--- config.mk ---
export PLATFORM = sky130hd
export DESIGN_NAME = serial_add_ctrl
export DESIGN_NICKNAME = d
export VERILOG_FILES = /design/src/rtl/serial_add_ctrl.sv
export SDC_FILE = /design/constraint.sdc
export NUM_CORES = 1
export LEC_CHECK = 0
export CAP_MARGIN = 25
export CELL_PAD_IN_SITES_DETAIL_PLACEMENT = 1
export CELL_PAD_IN_SITES_GLOBAL_PLACEMENT = 1
export CORE_MARGIN = 8
export CORE_UTILIZATION = 39
export DETAILED_ROUTE_END_ITERATION = 8
export HOLD_SLACK_MARGIN = 0.05
export PLACE_DENSITY = 0.77
export REMOVE_ABC_BUFFERS = 1
export SYNTH_ARGS = -nofsm -noshare
export SYNTH_HDL_FRONTEND = slang
export SYNTH_SLANG_ARGS = --single-unit
--- constraint.sdc ---
create_clock -name clk -period 1.6 [get_ports clk]
set_input_delay 0.24 -clock clk [delete_from_list [all_inputs] [get_ports clk]]
set_output_delay 0.24 -clock clk [all_outputs]
set_load 0.02 [all_outputs]
--- src/rtl/serial_add_ctrl.sv ---
// ---------------------------------------------------------------------------
// serial_add_ctrl
//
// Bit-serial two's-complement adder. A single 1-bit fulladder cell is shared
// over WIDTH cycles, one bit per cycle, LSB first. Operands arrive over one
// valid/ready handshake and the result leaves over a second one.
//
// Ports
//   clk        rising-edge clock
//   rst        asynchronous, active-high reset
//   in_valid   operand beat valid
//   in_ready   controller idle and able to accept operands
//   a, b       WIDTH-bit two's-complement operands
//   cin        carry-in, captured with the operands
//   out_valid  result valid (DONE state)
//   out_ready  consumer accepts result
//   sum        WIDTH-bit result (registered)
//   cout       carry out of bit WIDTH-1 (registered)
//   ovf        signed overflow (registered)
//
// Build option
//   SERIAL_ADD_SAT_EN  when defined, an overflowing sum is clamped to the
//                      most positive / most negative value. ovf and cout
//                      are reported identically in both builds.
// ---------------------------------------------------------------------------

module fulladder (
    input  logic x,
    input  logic y,
    input  logic c_in,
    output logic s,
    output logic c_out
);
    assign s     = x ^ y ^ c_in;
    assign c_out = (x & y) | (c_in & (x ^ y));
endmodule

module serial_add_ctrl #(
    parameter int WIDTH = 8
) (
    input  logic             clk,
    input  logic             rst,
    input  logic             in_valid,
    output logic             in_ready,
    input  logic [WIDTH-1:0] a,
    input  logic [WIDTH-1:0] b,
    input  logic             cin,
    output logic             out_valid,
    input  logic             out_ready,
    output logic [WIDTH-1:0] sum,
    output logic             cout,
    output logic             ovf
);
    localparam int            CW   = (WIDTH > 1) ? $clog2(WIDTH) : 1;
    localparam logic [CW-1:0] LAST = CW'(WIDTH - 1);

    typedef enum logic [1:0] {
        IDLE = 2'd0,
        RUN  = 2'd1,
        DONE = 2'd2
    } state_t;

    state_t           state;
    logic [WIDTH-1:0] a_sh;
    logic [WIDTH-1:0] b_sh;
    logic             carry;
    logic [CW-1:0]    cnt;

`ifdef SERIAL_ADD_SAT_EN
    // Sign of operand A at accept. Overflow only happens when both operands
    // share a sign, so A's MSB alone picks the clamp direction.
    logic             a_msb;
`endif

    logic fa_s;
    logic fa_co;

    fulladder u_fa (
        .x     (a_sh[0]),
        .y     (b_sh[0]),
        .c_in  (carry),
        .s     (fa_s),
        .c_out (fa_co)
    );

    // Handshake flags come straight from the state register.
    assign in_ready  = (state == IDLE);
    assign out_valid = (state == DONE);

    always_ff @(posedge clk or posedge rst) begin
        if (rst) begin
            state <= IDLE;
            a_sh  <= '0;
            b_sh  <= '0;
            carry <= 1'b0;
            cnt   <= '0;
            sum   <= '0;
            cout  <= 1'b0;
            ovf   <= 1'b0;
`ifdef SERIAL_ADD_SAT_EN
            a_msb <= 1'b0;
`endif
        end else begin
            case (state)
                IDLE: begin
                    if (in_valid) begin
                        a_sh  <= a;
                        b_sh  <= b;
                        carry <= cin;
                        cnt   <= '0;
                        state <= RUN;
`ifdef SERIAL_ADD_SAT_EN
                        a_msb <= a[WIDTH-1];
`endif
                    end
                end
                RUN: begin
                    a_sh  <= a_sh >> 1;
                    b_sh  <= b_sh >> 1;
                    carry <= fa_co;
                    cnt   <= cnt + 1'b1;
                    // New bit enters at the MSB; after WIDTH shifts bit 0
                    // sits in sum[0].
                    sum   <= {fa_s, sum[WIDTH-1:1]};
                    if (cnt == LAST) begin
                        // On the MSB cycle the carry register holds the
                        // carry into bit WIDTH-1, fa_co the carry out of it.
                        cout  <= fa_co;
                        ovf   <= carry ^ fa_co;
                        state <= DONE;
`ifdef SERIAL_ADD_SAT_EN
                        if (carry ^ fa_co)
                            sum <= a_msb ? {1'b1, {(WIDTH-1){1'b0}}}
                                         : {1'b0, {(WIDTH-1){1'b1}}};
`endif
                    end
                end
                DONE: begin
                    if (out_ready)
                        state <= IDLE;
                end
                default: state <= IDLE;
            endcase
        end
    end
endmodule

==> results.toml <==
[run_status]
status = "finished clean"

[power]
total_power_mw = 4.11
p_sw_mw = 1.48
p_int_mw = 2.63
leakage_nw = 0.899
combPwrFrac_pct = 46.3
p_seq_share_pct = 35.0
sw_frac_of_total_pct = 36.0
peakVddDrop_mv = 0.736
power_density_nw_per_um2 = 1970
clockPowerShare_pct = 18.7

[yosys]
synth_seq_area_share_pct = 51.2
synth.area.top_cells = "dfrtp_1 (51%), nor4b_1 (7.3%), a221oi_2 (5.8%)"
yosys.area.top_type = "dfrtp_1"
yosysTopAreaCellShare_pct = 51.2
postSynthRegisterBits = 32
yosysWarnings = 0
synth_area_um2 = 1560
netlist_instances = 131
syn_avg_cell_area_um2 = 11.9
synth.distinct_cells = 26

[layout]
area_growth_pct = 33.3
n_antenna_cell = 0
final_nets = 195
layout-drive-gt1-share_pct = 18.6

[timing]
worst_pin_slew_ns = 0.410
slew_violations = 0
tns_ns = 0
setup_viol = 0
rsz0062_at_grt = "true"
skew_ns = 0.00767
min_period_over_period_pct = 95.1
final-hold-violation-count = 0
max_freq_mhz = 657
slew_headroom_pct = 72.7
post-route-min-period_ns = 1.52
layout_setup_ws_ns = 0.0789

[global_route]
grt-ovfl-total = 0
grt_first_pass_wirelength_um = 6430
grt_max_degree = 33
grt_usage_pct = 12.8
grt_pass1_vias = 1284
antenna_found_initial = 0

[route]
vias = 1157
drtIter0Drc = 36
ant_nets = 0
drt-vias-per-instance = 5.21
wl_per_cell_um = 16.3
drt-total-wl_um = 3630
first_pass_iters = 4
drcViolationCount = 0

[clock_tree]
cts_tree = "done"
cts_htree_levels = 2
path_clk_slew_ns = 0.07
clk_latency_ns = 0.29
cts_made_buffers = 5
cts_buffer_depth = 2
hold_buffers = 0
clock_tree.root_cell = "clkbuf_8"
clock-sinks = 32

[floorplan]
die-area_um2 = 6290
die_w_um = 79.3
initial_core_util_pct = 39.7
core_um2 = 3940
rows = 23
io-pin-count = 33
die_y_um = 79.3

[place]
pre_cts_slack_ns = 0.00619
place.gp.congestion = 0.784
dpl.hpwl_um = 2700
io_buffer_count = 32

[critical_path]
critPathRequiredTime_ns = 1.36
path_max_fanout = 3
cpPeakStageDelay_ns = 0.62
critPathArrivalTime_ns = 1.28
cp_cell_sequence = "clkdlybuf4s50_1"
timing.rr.start = "state[0]$_DFFE_PP0P_"
rr_worst_depth = 4
cpLargestDelayFamily = "buffers and inverters"
crit_buf_inv = 1
crit_path_top_delay_cell = "clkdlybuf4s50_1"
crit_type = "flip-flop to output pin"
rr_endpoint = "sum[7]$_DFFE_PP0N_"
startpoint_type = "flip-flop"
r2r_slack_ns = 0.12
critPathCaptureType = "output pin"

[min_path]
hp-class = "input pin to async pin"

[job]
cap_viol_max_count = 0
how the worst max path moves through the flow:
stage / cells past startpoint / slack (ns) / start / to
5_1_grt: 2 / -0.008 / state[0]$_DFFE_PP0P_ / in_ready
4_1_cts: 3 / 0.05 / state[0]$_DFFE_PP0P_ / out_valid
3_5_place_dp: 4 / 0.006 / in_valid / a_sh[0]$_DFFE_PP0P_
2_1_floorplan: 2 / -0.47 / state[0]$_DFFE_PP0P_ / cnt[0]$_DFFE_PP0P_
3_3_place_gp: 2 / 0.08 / state[0]$_DFFE_PP0P_ / in_ready
6_report: 1 / 0.08 / sum[7]$_DFFE_PP0N_ / sum[7]
metrics by stage:
| step | area, um2 | util (%) | hold WS, ns | instances |
|---|---|---|---|---|
| after floorplan | 1500 | - | 0.348 | 121 |
| after global placement | 1970 | 50.0 | 0.476 | 214 |
| after detailed placement | 1970 | 50.0 | 0.493 | 214 |
| after CTS | 2080 | 52.7 | 0.352 | 222 |
| after global routing | 2080 | 52.9 | 0.380 | 222 |
| final | 2080 | 52.9 | 0.331 | 222 |
tightest hold or removal path: stages:
cell and delay (ns):
clkdlybuf4s50_1 0.39, inv_1 0.05, buf_4 0.35
cell usage after synthesis:
library cell	instances
inv_1	18
mux2_1	5
a32o_1	2
a221oi_2	6
buf_6	1
a22o_1	2
nor3b_1	7
nor2_1	7
nand2b_1	3
o21bai_1	1
nor2b_2	1
a222oi_1	2
mux2_2	6
nor4b_1	13
fa_1	1
a211oi_1	7
buf_2	6
o21ai_0	1
clkbuf_1	1
a21oi_1	1
dfrtp_1	32
nor2b_1	2
buf_4	2
ha_1	2
nand3b_1	1
xor2_1	1
power by group through the flow:
stage	combinational, mW	sequential (mW)	clock [mW]
after floorplan	0.950	1.65	0
after global placement	1.83	1.42	0
after detailed placement	1.92	1.46	0
after CTS	1.92	1.44	0.797
after global routing	2.11	1.49	0.827
final	1.90	1.44	0.769
routing by layer:
| metal | share of wire [%] | up-vias | GRT usage (%) |
|---|---|---|---|
| li1 | - | 549 | - |
| met4 | 1.1 | 0 | 3.33 |
| met1 | 42 | 572 | 14.9 |
| met2 | 49 | 31 | 20.8 |
| met5 | 0 | - | 0 |
| met3 | 7.8 | 5 | 5.87 |
cells in the final DEF, fill, tap and decap left out:
cell / Yosys / layout
a211oi_1: 7 / 7
a21oi_1: 1 / 1
a221oi_2: 6 / 6
a222oi_1: 2 / 2
a22o_1: 2 / 2
a32o_1: 2 / 2
buf_4: 2 / 10
buf_6: 1 / 1
bufinv_16: 0 / 1
clkbuf_8: 0 / 5
clkdlybuf4s15_1: 0 / 2
clkdlybuf4s50_1: 0 / 30
clkinv_2: 0 / 1
clkinvlp_4: 0 / 1
dfrtp_1: 32 / 32
fa_1: 1 / 1
ha_1: 2 / 2
inv_1: 18 / 18
mux2_1: 5 / 5
mux2_2: 6 / 6
nand2b_1: 3 / 3
nand3b_1: 1 / 1
nor2_1: 7 / 7
nor2b_1: 2 / 2
nor2b_2: 1 / 1
nor3b_1: 7 / 7
nor4b_1: 13 / 13
o21ai_0: 1 / 1
o21bai_1: 1 / 1
xor2_1: 1 / 1
logic make-up (layout without fill, tap and decap cells):
kind of cell	Yosys count	in the layout	share of synthesized area, %
simple gates	34	34	15.4
buf+inv	28	69	8.16
mux	11	11	7.92
xor+xnor	1	1	0.560
fa+ha+maj	3	3	2.88
flops	32	32	51.2
compound gates	22	22	13.9
flip-flops by register name, summed over array words and instances, names as in the netlist:
name   flops
a_sh       8
b_sh       8
carry      1
cnt        3
cout       1
ovf        1
state      2
sum        8
timing repair:
action                                  CTS  global route
buffers inserted                          0             0
endpoints found under the hold margin     0             0
cloned                                    0             0
resized for setup                         2             3
endpoints found under the setup margin    2             6
area by class of cell:
cell class / instances / area (um2)
sequential: 32 / 801
clock buffer: 5 / 68.8
clock inverter: 3 / 42.5
tap: 50 / 62.6
fill: 433 / 1860
multi-input combinational: 71 / 636
inverter: 18 / 67.6
timing repair buffer: 43 / 407
No activity file was read; power rests on OpenSTA's default activity.
